**src/rtl/ir_pkg.sv**
```systemverilog
// ir_pkg: shared definitions for the NEC infrared receiver.
//   - ir_state_t : receiver FSM states
//   - *_US       : protocol timing limits in microseconds
//   - us2cyc()   : converts a microsecond limit to clock cycles
//   - FILT_CNT_W : width of the glitch filter run-length counter
package ir_pkg;

    typedef enum logic [2:0] {
        ST_IDLE,
        ST_LEAD_LO,
        ST_LEAD_HI,
        ST_BIT_LO,
        ST_BIT_HI
    } ir_state_t;

    localparam longint unsigned LEAD_LO_MIN_US  = 64'd7400;
    localparam longint unsigned LEAD_HI_MIN_US  = 64'd3700;
    localparam longint unsigned RPT_HI_MIN_US   = 64'd1800;
    localparam longint unsigned LEAD_HI_MAX_US  = 64'd5900;
    localparam longint unsigned BIT_LO_MAX_US   = 64'd1000;
    localparam longint unsigned BIT_MIN_HI_US   = 64'd280;
    localparam longint unsigned BIT_ONE_HI_US   = 64'd1000;
    localparam longint unsigned DATA_HI_MAX_US  = 64'd5240;
    localparam longint unsigned RELEASE_US      = 64'd120000;

    localparam int FILT_CNT_W = 8;

    // Integer division on the kHz value first keeps the intermediate
    // product small and matches the documented rounding.
    function automatic longint unsigned us2cyc(input longint unsigned freq,
                                               input longint unsigned us);
        return (freq / 64'd1000) * us / 64'd1000;
    endfunction

endpackage

```
**src/rtl/ir_glitch_filter.sv**
```systemverilog
// ir_glitch_filter: 2-FF synchroniser followed by a run-length filter.
// The output only changes after FILT_LEN consecutive synchronised samples
// disagree with it, so latency from din to dout is 2 + FILT_LEN cycles.
// Ports:
//   clk   in  system clock
//   rst_n in  asynchronous active-low reset
//   din   in  raw asynchronous input (idle high)
//   dout  out filtered level, resets to idle-high
module ir_glitch_filter
    import ir_pkg::*;
#(
    parameter int unsigned FILT_LEN = 8
) (
    input  logic clk,
    input  logic rst_n,
    input  logic din,
    output logic dout
);

    localparam logic [FILT_CNT_W-1:0] RUN_LAST = FILT_CNT_W'(FILT_LEN - 1);

    logic                  sync1;
    logic                  sync2;
    logic [FILT_CNT_W-1:0] run;

    always_ff @(posedge clk or negedge rst_n) begin
        if (!rst_n) begin
            sync1 <= 1'b1;
            sync2 <= 1'b1;
            run   <= '0;
            dout  <= 1'b1;
        end else begin
            sync1 <= din;
            sync2 <= sync1;
            if (sync2 == dout) begin
                run <= '0;
            end else if (run == RUN_LAST) begin
                dout <= sync2;
                run  <= '0;
            end else begin
                run <= run + 1'b1;
            end
        end
    end

endmodule

```
**src/rtl/ir_nec_rcv.sv**
```systemverilog
// ir_nec_rcv: NEC / extended-NEC infrared frame receiver.
// Ports:
//   clk27      in   system clock (frequency given by CLK_FREQ_HZ)
//   reset_n    in   asynchronous active-low reset
//   ir_rx      in   raw demodulator output, active-low, asynchronous
//   ir_addr    out  held address ({~addr, addr} or 16-bit extended)
//   ir_cmd     out  held command byte
//   ir_ext     out  held frame was extended format
//   ir_held    out  a code is currently held
//   ir_valid   out  1-cycle pulse, new frame accepted
//   ir_rpt     out  1-cycle pulse, repeat accepted while held
//   ir_rpt_cnt out  repeats since last frame, saturating at 255
//   ir_err     out  1-cycle pulse, frame aborted
//
// state      | meaning
// ST_IDLE    | waiting for a falling edge
// ST_LEAD_LO | measuring the 9 ms leader burst
// ST_LEAD_HI | measuring the leader space (frame vs repeat)
// ST_BIT_LO  | data bit burst
// ST_BIT_HI  | data bit space, its length encodes the bit
module ir_nec_rcv
    import ir_pkg::*;
#(
    parameter int unsigned CLK_FREQ_HZ = 27000000,
    parameter int unsigned FILT_LEN    = 8,
    parameter bit          EXT_ADDR_EN = 1'b1,
    parameter int unsigned CNT_W       = 24
) (
    input  logic        clk27,
    input  logic        reset_n,
    input  logic        ir_rx,
    output logic [15:0] ir_addr,
    output logic [7:0]  ir_cmd,
    output logic        ir_ext,
    output logic        ir_held,
    output logic        ir_valid,
    output logic        ir_rpt,
    output logic [7:0]  ir_rpt_cnt,
    output logic        ir_err
);

    localparam longint unsigned F = 64'(CLK_FREQ_HZ);
    localparam logic [CNT_W-1:0] T_LEAD_LO_MIN = CNT_W'(us2cyc(F, LEAD_LO_MIN_US));
    localparam logic [CNT_W-1:0] T_LEAD_HI_MIN = CNT_W'(us2cyc(F, LEAD_HI_MIN_US));
    localparam logic [CNT_W-1:0] T_RPT_HI_MIN  = CNT_W'(us2cyc(F, RPT_HI_MIN_US));
    localparam logic [CNT_W-1:0] T_LEAD_HI_MAX = CNT_W'(us2cyc(F, LEAD_HI_MAX_US));
    localparam logic [CNT_W-1:0] T_BIT_LO_MAX  = CNT_W'(us2cyc(F, BIT_LO_MAX_US));
    localparam logic [CNT_W-1:0] T_BIT_MIN_HI  = CNT_W'(us2cyc(F, BIT_MIN_HI_US));
    localparam logic [CNT_W-1:0] T_BIT_ONE_HI  = CNT_W'(us2cyc(F, BIT_ONE_HI_US));
    localparam logic [CNT_W-1:0] T_DATA_HI_MAX = CNT_W'(us2cyc(F, DATA_HI_MAX_US));
    localparam logic [CNT_W-1:0] T_RELEASE     = CNT_W'(us2cyc(F, RELEASE_US));
    localparam logic [CNT_W-1:0] CNT_MAX       = '1;

    logic             rx_f;
    logic             rx_d;
    logic             rise;
    logic             fall;
    ir_state_t        state;
    logic [CNT_W-1:0] cnt;
    logic [CNT_W-1:0] rel_cnt;
    logic [4:0]       bit_cnt;
    // Only the 31 earlier bits are stored; the 32nd is checked as it arrives.
    logic [30:0]      shreg;
    logic             bit_val;
    logic [31:0]      word;
    logic             addr_pair_ok;
    logic             check_ok;
    logic             rpt_hit;
    logic             frame_hit;
    logic             release_hit;

    ir_glitch_filter #(.FILT_LEN(FILT_LEN)) u_filt (
        .clk   (clk27),
        .rst_n (reset_n),
        .din   (ir_rx),
        .dout  (rx_f)
    );

    assign rise         = rx_f & ~rx_d;
    assign fall         = ~rx_f & rx_d;
    assign bit_val      = (cnt >= T_BIT_ONE_HI);
    assign word         = {bit_val, shreg};
    assign addr_pair_ok = (word[7:0] == ~word[15:8]);
    assign check_ok     = (word[23:16] == ~word[31:24]) && (addr_pair_ok || EXT_ADDR_EN);

    assign rpt_hit   = (state == ST_LEAD_HI) && fall && ir_held &&
                       (cnt >= T_RPT_HI_MIN) && (cnt < T_LEAD_HI_MIN);
    assign frame_hit = (state == ST_BIT_HI) && fall && (cnt >= T_BIT_MIN_HI) &&
                       (bit_cnt == 5'd31) && check_ok;
    // A new frame or repeat in the expiry cycle keeps the code held.
    assign release_hit = ir_held && (rel_cnt >= T_RELEASE) && !rpt_hit && !frame_hit;

    always_ff @(posedge clk27 or negedge reset_n) begin
        if (!reset_n) begin
            state      <= ST_IDLE;
            rx_d       <= 1'b1;
            cnt        <= '0;
            rel_cnt    <= '0;
            bit_cnt    <= '0;
            shreg      <= '0;
            ir_addr    <= '0;
            ir_cmd     <= '0;
            ir_ext     <= 1'b0;
            ir_held    <= 1'b0;
            ir_valid   <= 1'b0;
            ir_rpt     <= 1'b0;
            ir_rpt_cnt <= '0;
            ir_err     <= 1'b0;
        end else begin
            ir_valid <= 1'b0;
            ir_rpt   <= 1'b0;
            ir_err   <= 1'b0;
            rx_d     <= rx_f;

            if (rise || fall) begin
                cnt <= '0;
            end else if (cnt != CNT_MAX) begin
                cnt <= cnt + 1'b1;
            end

            if (rel_cnt != CNT_MAX) begin
                rel_cnt <= rel_cnt + 1'b1;
            end

            if (release_hit) begin
                ir_held    <= 1'b0;
                ir_addr    <= '0;
                ir_cmd     <= '0;
                ir_ext     <= 1'b0;
                ir_rpt_cnt <= '0;
            end

            case (state)
                ST_IDLE: begin
                    if (fall) begin
                        state <= ST_LEAD_LO;
                    end
                end
                ST_LEAD_LO: begin
                    if (rise) begin
                        state <= (cnt >= T_LEAD_LO_MIN) ? ST_LEAD_HI : ST_IDLE;
                    end
                end
                ST_LEAD_HI: begin
                    if (fall) begin
                        if (cnt >= T_LEAD_HI_MIN) begin
                            state   <= ST_BIT_LO;
                            bit_cnt <= '0;
                            shreg   <= '0;
                        end else begin
                            state <= ST_IDLE;
                            if (rpt_hit) begin
                                ir_rpt  <= 1'b1;
                                rel_cnt <= '0;
                                if (ir_rpt_cnt != 8'hFF) begin
                                    ir_rpt_cnt <= ir_rpt_cnt + 8'd1;
                                end
                            end
                        end
                    end else if (cnt > T_LEAD_HI_MAX) begin
                        state <= ST_IDLE;
                        cnt   <= '0;
                    end
                end
                ST_BIT_LO: begin
                    if (cnt > T_BIT_LO_MAX) begin
                        ir_err <= 1'b1;
                        state  <= ST_IDLE;
                        cnt    <= '0;
                    end else if (rise) begin
                        state <= ST_BIT_HI;
                    end
                end
                ST_BIT_HI: begin
                    if (fall) begin
                        if (cnt < T_BIT_MIN_HI) begin
                            ir_err <= 1'b1;
                            state  <= ST_IDLE;
                        end else begin
                            shreg   <= word[31:1];
                            bit_cnt <= bit_cnt + 5'd1;
                            if (bit_cnt == 5'd31) begin
                                state <= ST_IDLE;
                                if (check_ok) begin
                                    ir_addr    <= word[15:0];
                                    ir_cmd     <= word[23:16];
                                    ir_ext     <= !addr_pair_ok;
                                    ir_held    <= 1'b1;
                                    ir_rpt_cnt <= '0;
                                    ir_valid   <= 1'b1;
                                    rel_cnt    <= '0;
                                end else begin
                                    ir_err <= 1'b1;
                                end
                            end else begin
                                state <= ST_BIT_LO;
                            end
                        end
                    end else if (cnt > T_DATA_HI_MAX) begin
                        ir_err <= 1'b1;
                        state  <= ST_IDLE;
                        cnt    <= '0;
                    end
                end
                default: state <= ST_IDLE;
            endcase
        end
    end

endmodule
```
**config.mk**
```make
export PLATFORM = sky130hd
export DESIGN_NAME = ir_nec_rcv
export DESIGN_NICKNAME = d
export VERILOG_FILES = /design/src/rtl/ir_pkg.sv /design/src/rtl/ir_glitch_filter.sv /design/src/rtl/ir_nec_rcv.sv
export SDC_FILE = /design/constraint.sdc
export NUM_CORES = 1
export LEC_CHECK = 0
export ABC_AREA = 1
export CAP_MARGIN = 20
export CORE_MARGIN = 1
export CORE_UTILIZATION = 37
export CTS_BUF_LIST = sky130_fd_sc_hd__clkbuf_4
export DETAILED_ROUTE_END_ITERATION = 10
export DONT_BUFFER_PORTS = 1
export GPL_ROUTABILITY_DRIVEN = 0
export GPL_TIMING_DRIVEN = 1
export SYNTH_ARGS = -nofsm -noshare
export SYNTH_HDL_FRONTEND = slang
export SYNTH_SLANG_ARGS = --single-unit
export TNS_END_PERCENT = 5
```
**constraint.sdc**
```tcl
create_clock -name clk27 -period 2.59 [get_ports clk27]
set_clock_uncertainty 0.1 [all_clocks]
set_input_delay 0.518 -clock clk27 [delete_from_list [all_inputs] [get_ports clk27]]
set_output_delay 0.518 -clock clk27 [all_outputs]
set_load 0.05 [all_outputs]
```
==> impl_metrics.toml, run 1 <==
[outcome]
status = "complete, but fails checks"
violations = "negative hold slack"

[die]
dieArea_sq_mm = 0.0222
die_h_um = 149
core_sq_mm = 0.0211
die_w_um = 149
rows = 53
start_util_pct = 38.0
pin_count = 40

[drt]
vias = 6602
drt_iter0_drc = 491
wl_um = 18400
firstDrtPassIters = 5
ant_nets = 0
vias_per_cell = 4.97
wire_per_inst_um = 13.8
drc_errors = 0

[sta]
fin_crit_ns = 2.41
hold_violations = 136
finalMaxSlewViolations = 0
maxSlewHeadroom_pct = 58.1
setup_slack_ns = 0.183
finalSetupTns_ns = 0
rsz0062_at_grt = "no"
setup_viol = 0
fmax_mhz = 415
timing.hold.ws_ns = -0.475
min_period_over_period_pct = 92.9
worst_pin_slew_ns = 0.629

[cts]
cts_buffer_depth = 2
clk_latency_ns = 0.57
cts_made_buffers = 17
htree_levels = 4
cts_hold_repair.buffers = 1
cts_tree = "done"
cts_sinks = 136
root_buffer = "clkbuf_4"
path_clk_slew_ns = 0.15

[global_routing]
grt_use_met1_pct = 24.3
grt_use_total_pct = 17.8
grt_overflow_total = 0
grt_use_met2_pct = 27.9
grt_pass1_wl_um = 31600
busiest_layer = "met2"
antenna_found_initial = 1
grt_pass1_vias = 6335
grt_start_max_net_pins = 137
use_met3_pct = 4.22

[yosys]
synth_compound_area_share_pct = 9.69
synth_xor_xnor_area_share_pct = 5.47
synth-seq-cells = 136
synthDistinctLibCells = 48
synth_top_family_by_area = "simple AND/OR/NAND/NOR gates"
synth.area.mux_share_pct = 0
yosys.area_share.simple_pct = 31.9
syn_area_sq_mm = 0.00801
yosys_warnings = 0
ys_seq_area_share_pct = 42.6
syn_avg_cell_area_sq_um = 7.79
synth_nets = 1040
async_flop_share_pct = 100
syn_inst = 1027
synth_edf_count = 0
synth_fa_ha_area_share_pct = 1.56
synth-main-ff-cell = "dfrtp_1"

[critical_path]
setup.worst_path.start_class = "register"
critPathKind = "register to register"
crit_path_max_fanout = 6
worst_ep_arrival_time_ns = 2.77
required_ns = 2.96
end_kind = "register"

[job]
drv.max_cap_violation_count = 0

[pwr]
p_per_area_mw_per_mm2 = 489
p_total_mw = 4.23
p_leak_nw = 3.94
max-vdd-ir-drop_v = 0.000247

[cells_and_area]
final_common_cell = "nand2_1"
layout.cells.most_common_list = "212 x nand2_1, 127 x dfrtp_1, 118 x nor2_1"
finalNetCount = 1053
drive_above_1_share_pct = 14.4
area_growth_pct = 8.00

[placed_design]
place_ws_ns = 0.100
hpwl_um = 13100
portBuffers = 0

[hold_path]
holdCritPathClass = "primary input to asynchronous set/reset pin"
-- synthesized netlist by cell type, drive strengths merged, types with 4 or more instances --
| cell type | n | area share [%] |
|---|---|---|
| nand2 | 217 | 10 |
| nor2 | 138 | 7.5 |
| dfrtp | 132 | 41 |
| inv | 126 | 5.9 |
| nand3 | 102 | 7.7 |
| o21ai | 78 | 5.8 |
| xor2 | 36 | 3.9 |
| a21oi | 34 | 2.1 |
| nor3 | 33 | 2.1 |
| nand4 | 29 | 2.5 |
| buf | 28 | 2.7 |
| xnor2 | 14 | 1.5 |
| ha | 10 | 1.6 |
| nor4 | 10 | 0.78 |
| a22oi | 7 | 0.66 |
| or2 | 5 | 0.39 |
| dfstp | 4 | 1.3 |
-- logic make-up (layout without fill, tap and decap cells) --
kind of cell / after synthesis / in the layout
and+or+nand+nor: 541 / 541
xor gates and xnor gates: 50 / 50
buffers and inverters: 159 / 185
DFF: 136 / 136
AOI/OAI and AO/OA: 131 / 131
adders and majority gates: 10 / 10
other: 0 / 1
-- cell type report --
cell class,instances,area (sq um)
antenna,1,2.50
fill,2139,12400
timing repair buffer,25,228
multi-input combinational,732,3900
inverter,128,483
clock inverter,15,149
sequential,136,3410
clock buffer,17,128
tap,275,344
-- worst max-delay path, cell delays in order (launching register included) --
cell and delay [ns]:
dfrtp_1 0.47, nand2_1 0.19, nor2_2 0.14, buf_4 0.14, nand2_1 0.12, nor3_1 0.37, nand2_1 0.22, nand2_1 0.10
nor2_1 0.09, nand4_1 0.11, xor2_1 0.21, nor2_2 0.06
-- per-stage QoR --
stage                     instance area (sq um)  std cells  utilization, %  hold slack [ns]
after floorplan                            8010       1027               -            0.122
after global placement                     8340       1295            39.6            0.127
after detailed placement                   8340       1295            39.6            0.128
after CTS                                  8630       1328            40.9           -0.546
after global routing                       8650       1329            41.0           -0.549
final                                      8650       1329            41.0           -0.475
-- state kept, by name, indices dropped and copies added, names as in the netlist, 3 cells and up --
register and count:
bit_cnt 5, cnt 24, ir_addr 16, ir_cmd 8, ir_rpt_cnt 8, rel_cnt 24
shreg 31, state 3, u_filt.run 8
-- where the power goes --
| part | switching (mW) | internal (mW) | leakage (nW) |
|---|---|---|---|
| combinational | 0.365 | 0.195 | 1.94 |
| sequential | 0.0618 | 2.20 | 1.85 |
| clock | 0.967 | 0.436 | 0.147 |
-- layer usage --
metal	share of wire, %	routed length (um)
met1	48	8830
met2	46	8400
met3	4.5	831
met4	1.7	303
met5	0	0
-- what timing repair did --
action,in CTS,in global routing
buffers inserted,0,0
hold endpoints to repair,137,136
gates resized for setup,0,8
setup endpoints to repair,0,32
-- final timing paths --
check,from,endpoint,slack [ns],cells after the start
min in group clk27,u_filt.sync1,u_filt.sync2,0.28,0
hold reg to reg,u_filt.sync1,u_filt.sync2,0.28,0
max in group asynchronous,reset_n,u_filt.sync2,2.56,0
setup / recovery,cnt[10],cnt[18],0.18,11
hold / removal,reset_n,rel_cnt[3],-0.47,0
setup reg to reg,cnt[10],cnt[18],0.18,11
(Power assumes the default switching activity.)
==> run 2, diff against run 1 <==
==> constraint.sdc (replaced) <==
create_clock -name clk27 -period 2.2 [get_ports clk27]
set_clock_uncertainty 0.1 [all_clocks]
set_input_delay 0.44 -clock clk27 [delete_from_list [all_inputs] [get_ports clk27]]
set_output_delay 0.44 -clock clk27 [all_outputs]
set_load 0.1 [all_outputs]
==> run 2 against run 1 <==
- the flow still finishes with violations (negative hold slack)
- fmax increased by 10%
- sequential power increased by 18%
- count of clock-buffer cells in the layout unchanged
- worst hold slack got worse by 0.081 ns
- global-route usage increased by 0.33 points
- via count increased by 7.4%
- combinational power increased by 69%
- total power increased by 26%
- critical path depth increased by 3
- sequential cell count unchanged
- highest routed layer unchanged
==> impl_metrics.toml, run 2 (synthesis gave the netlist of run 1 again) <==
[cells_and_area]
final_common_cell = "nand2_1"
largest_register_ffs = 31
drive_above_1_share_pct = 27.1
finalNetCount = 1157
regMostFlops = "shreg"
multiInputGateArea_sq_mm = 0.00411
nFillCells = 2049
layout.cells.most_common_list = "201 x nand2_1, 121 x dfrtp_1, 108 x inv_1"
area_growth_pct = 23.0
largestRegisters = "shreg: 31 flops, cnt: 24 flops, rel_cnt: 24 flops"
final_cell_count_no_fill = 1433
seqCellArea_sq_mm = 0.00342
finalInstanceArea_sq_mm = 0.00985

[global_routing]
grt_overflow_total = 0
grt_pass1_vias = 6606
antenna_found_initial = 1
grt_use_total_pct = 18.2
grt_start_max_net_pins = 137
grt_pass1_wl_um = 32100

[critical_path]
reg2reg_to = "ir_rpt_cnt[3]"
path_delay_family = "simple AND/OR/NAND/NOR gates"
critPathBufInv = 2
end_kind = "register"
r2r_start = "cnt[17]"
crit_path_max_fanout = 14
rrSetupSlack_ns = 0.02
path_cells = "nor2_2 -> nand2_1 -> nor2_4 -> inv_2 -> nor2_4 -> a21oi_4 -> nor2_4 -> nand3_2 -> nand2_4 -> buf_12 -> nand2_2 -> nand2_1 -> nand2_1 -> nand2_1"
critPathKind = "register to register"
worst_ep_arrival_time_ns = 2.59
setup.worst_path.start_class = "register"
reg2reg_depth = 14
max_stage_delay_ns = 0.42
crit_top_cell = "nand2_1"
required_ns = 2.61
slowest_stage = "dfrtp_1"

[cts]
htree_levels = 4
cts_hold_repair.buffers = 1
cts_sinks = 136
root_buffer = "clkbuf_4"
cts_made_buffers = 17
cts_buffer_depth = 2
cts_tree = "done"
clk_latency_ns = 0.58
path_clk_slew_ns = 0.15

[sta]
setup_slack_ns = 0.0171
finalSetupTns_ns = 0
hold_violations = 136
rsz0062_at_grt = "yes"
worst_pin_slew_ns = 0.490
fmax_mhz = 458
timing.hold.ws_ns = -0.556
maxSlewHeadroom_pct = 67.1
finalMaxSlewViolations = 0
setup_viol = 0
min_period_over_period_pct = 99.2
fin_crit_ns = 2.18

[job]
drv.max_cap_violation_count = 0

[drt]
vias = 7089
wire_per_inst_um = 14.0
wl_um = 20000
vias_per_cell = 4.95
ant_nets = 0
drc_errors = 0
firstDrtPassIters = 5
drt_iter0_drc = 454

[placed_design]
portBuffers = 0
place.detailed.instances = 1374
place_area_sq_mm = 0.00898
place_ws_ns = -0.00200
hpwl_um = 14000

[outcome]
status = "complete, but fails checks"
violations = "negative hold slack"

[pwr]
p_total_mw = 5.32
p_leak_nw = 4.57
max-vdd-ir-drop_v = 0.000290
p_per_area_mw_per_mm2 = 540

[die]
die_w_um = 149
rows = 53
core_sq_mm = 0.0211
pin_count = 40
start_util_pct = 38.0
dieArea_sq_mm = 0.0222
die_h_um = 149

[hold_path]
holdCritPathClass = "primary input to asynchronous set/reset pin"
## run 2: changes by cell type in the layout (fill, tap and decap cells not counted), sizes merged
cell      previous run  this run
buf                 24       124
clkinv               5         6
bufinv               0         1
inv                136       133
clkbuf              17        21
clkinvlp             2         3
## run 2: metrics by stage
step	utilization, %	hold WS [ns]
final	46.7	-0.556
after global placement	42.6	0.0497
after CTS	44.0	-0.598
after global routing	46.7	-0.607
after detailed placement	42.6	0.0500
after floorplan	-	0.0444
## run 2: worst max-delay path by stage
| stage | from | end | slack, ns | depth (start not counted) |
|---|---|---|---|---|
| 3_3_place_gp | cnt[9] | cnt[18] | 0.001 | 10 |
| 2_1_floorplan | ir_rpt_cnt[2] | ir_rpt_cnt[3] | 0.06 | 10 |
| 6_report | cnt[17] | ir_rpt_cnt[3] | 0.02 | 14 |
| 3_5_place_dp | cnt[23] | ir_ext | -0.002 | 12 |
| 5_1_grt | cnt[8] | ir_rpt_cnt[3] | -0.15 | 15 |
| 4_1_cts | cnt[23] | ir_ext | -0.05 | 12 |
## run 2: cell type report
cell class / count / area share (%)
multi-input combinational: 732 / 41.7
inverter: 128 / 4.88
timing repair buffer: 129 / 12.2
tap: 275 / 3.49
antenna: 1 / 0.0254
clock inverter: 15 / 1.63
sequential: 136 / 34.8
clock buffer: 17 / 1.30
## run 2: power by group
group	switching, mW	internal, mW	total, mW
combinational	0.544	0.399	0.944
clock	1.10	0.605	1.71
sequential	0.0761	2.59	2.67
total	1.72	3.60	5.32
## run 2: metal layers
layer  global-route usage [%]  share of wire [%]  vias up
li1                         -                  -     3590
met1                     24.5                 46     3281
met4                     8.62                2.9        0
met5                        0                  0        -
met3                     2.84                4.1       42
met2                     28.4                 47      176
## run 2: worst reg2reg max path: cells and delay by family (launching register included)
kind	cells	cell delay, ns
AO/OA/AOI/OAI	1	0.08
buffers and inverters	2	0.25
flip-flops	1	0.42
AND/OR/NAND/NOR	11	1.26
## run 2: what timing repair did
action,in CTS,in global routing
endpoints found under the hold margin,137,136
buffers inserted,0,20
pin swaps,0,30
endpoints found under the setup margin,8,119
cloned,0,5
resized for setup,3,85
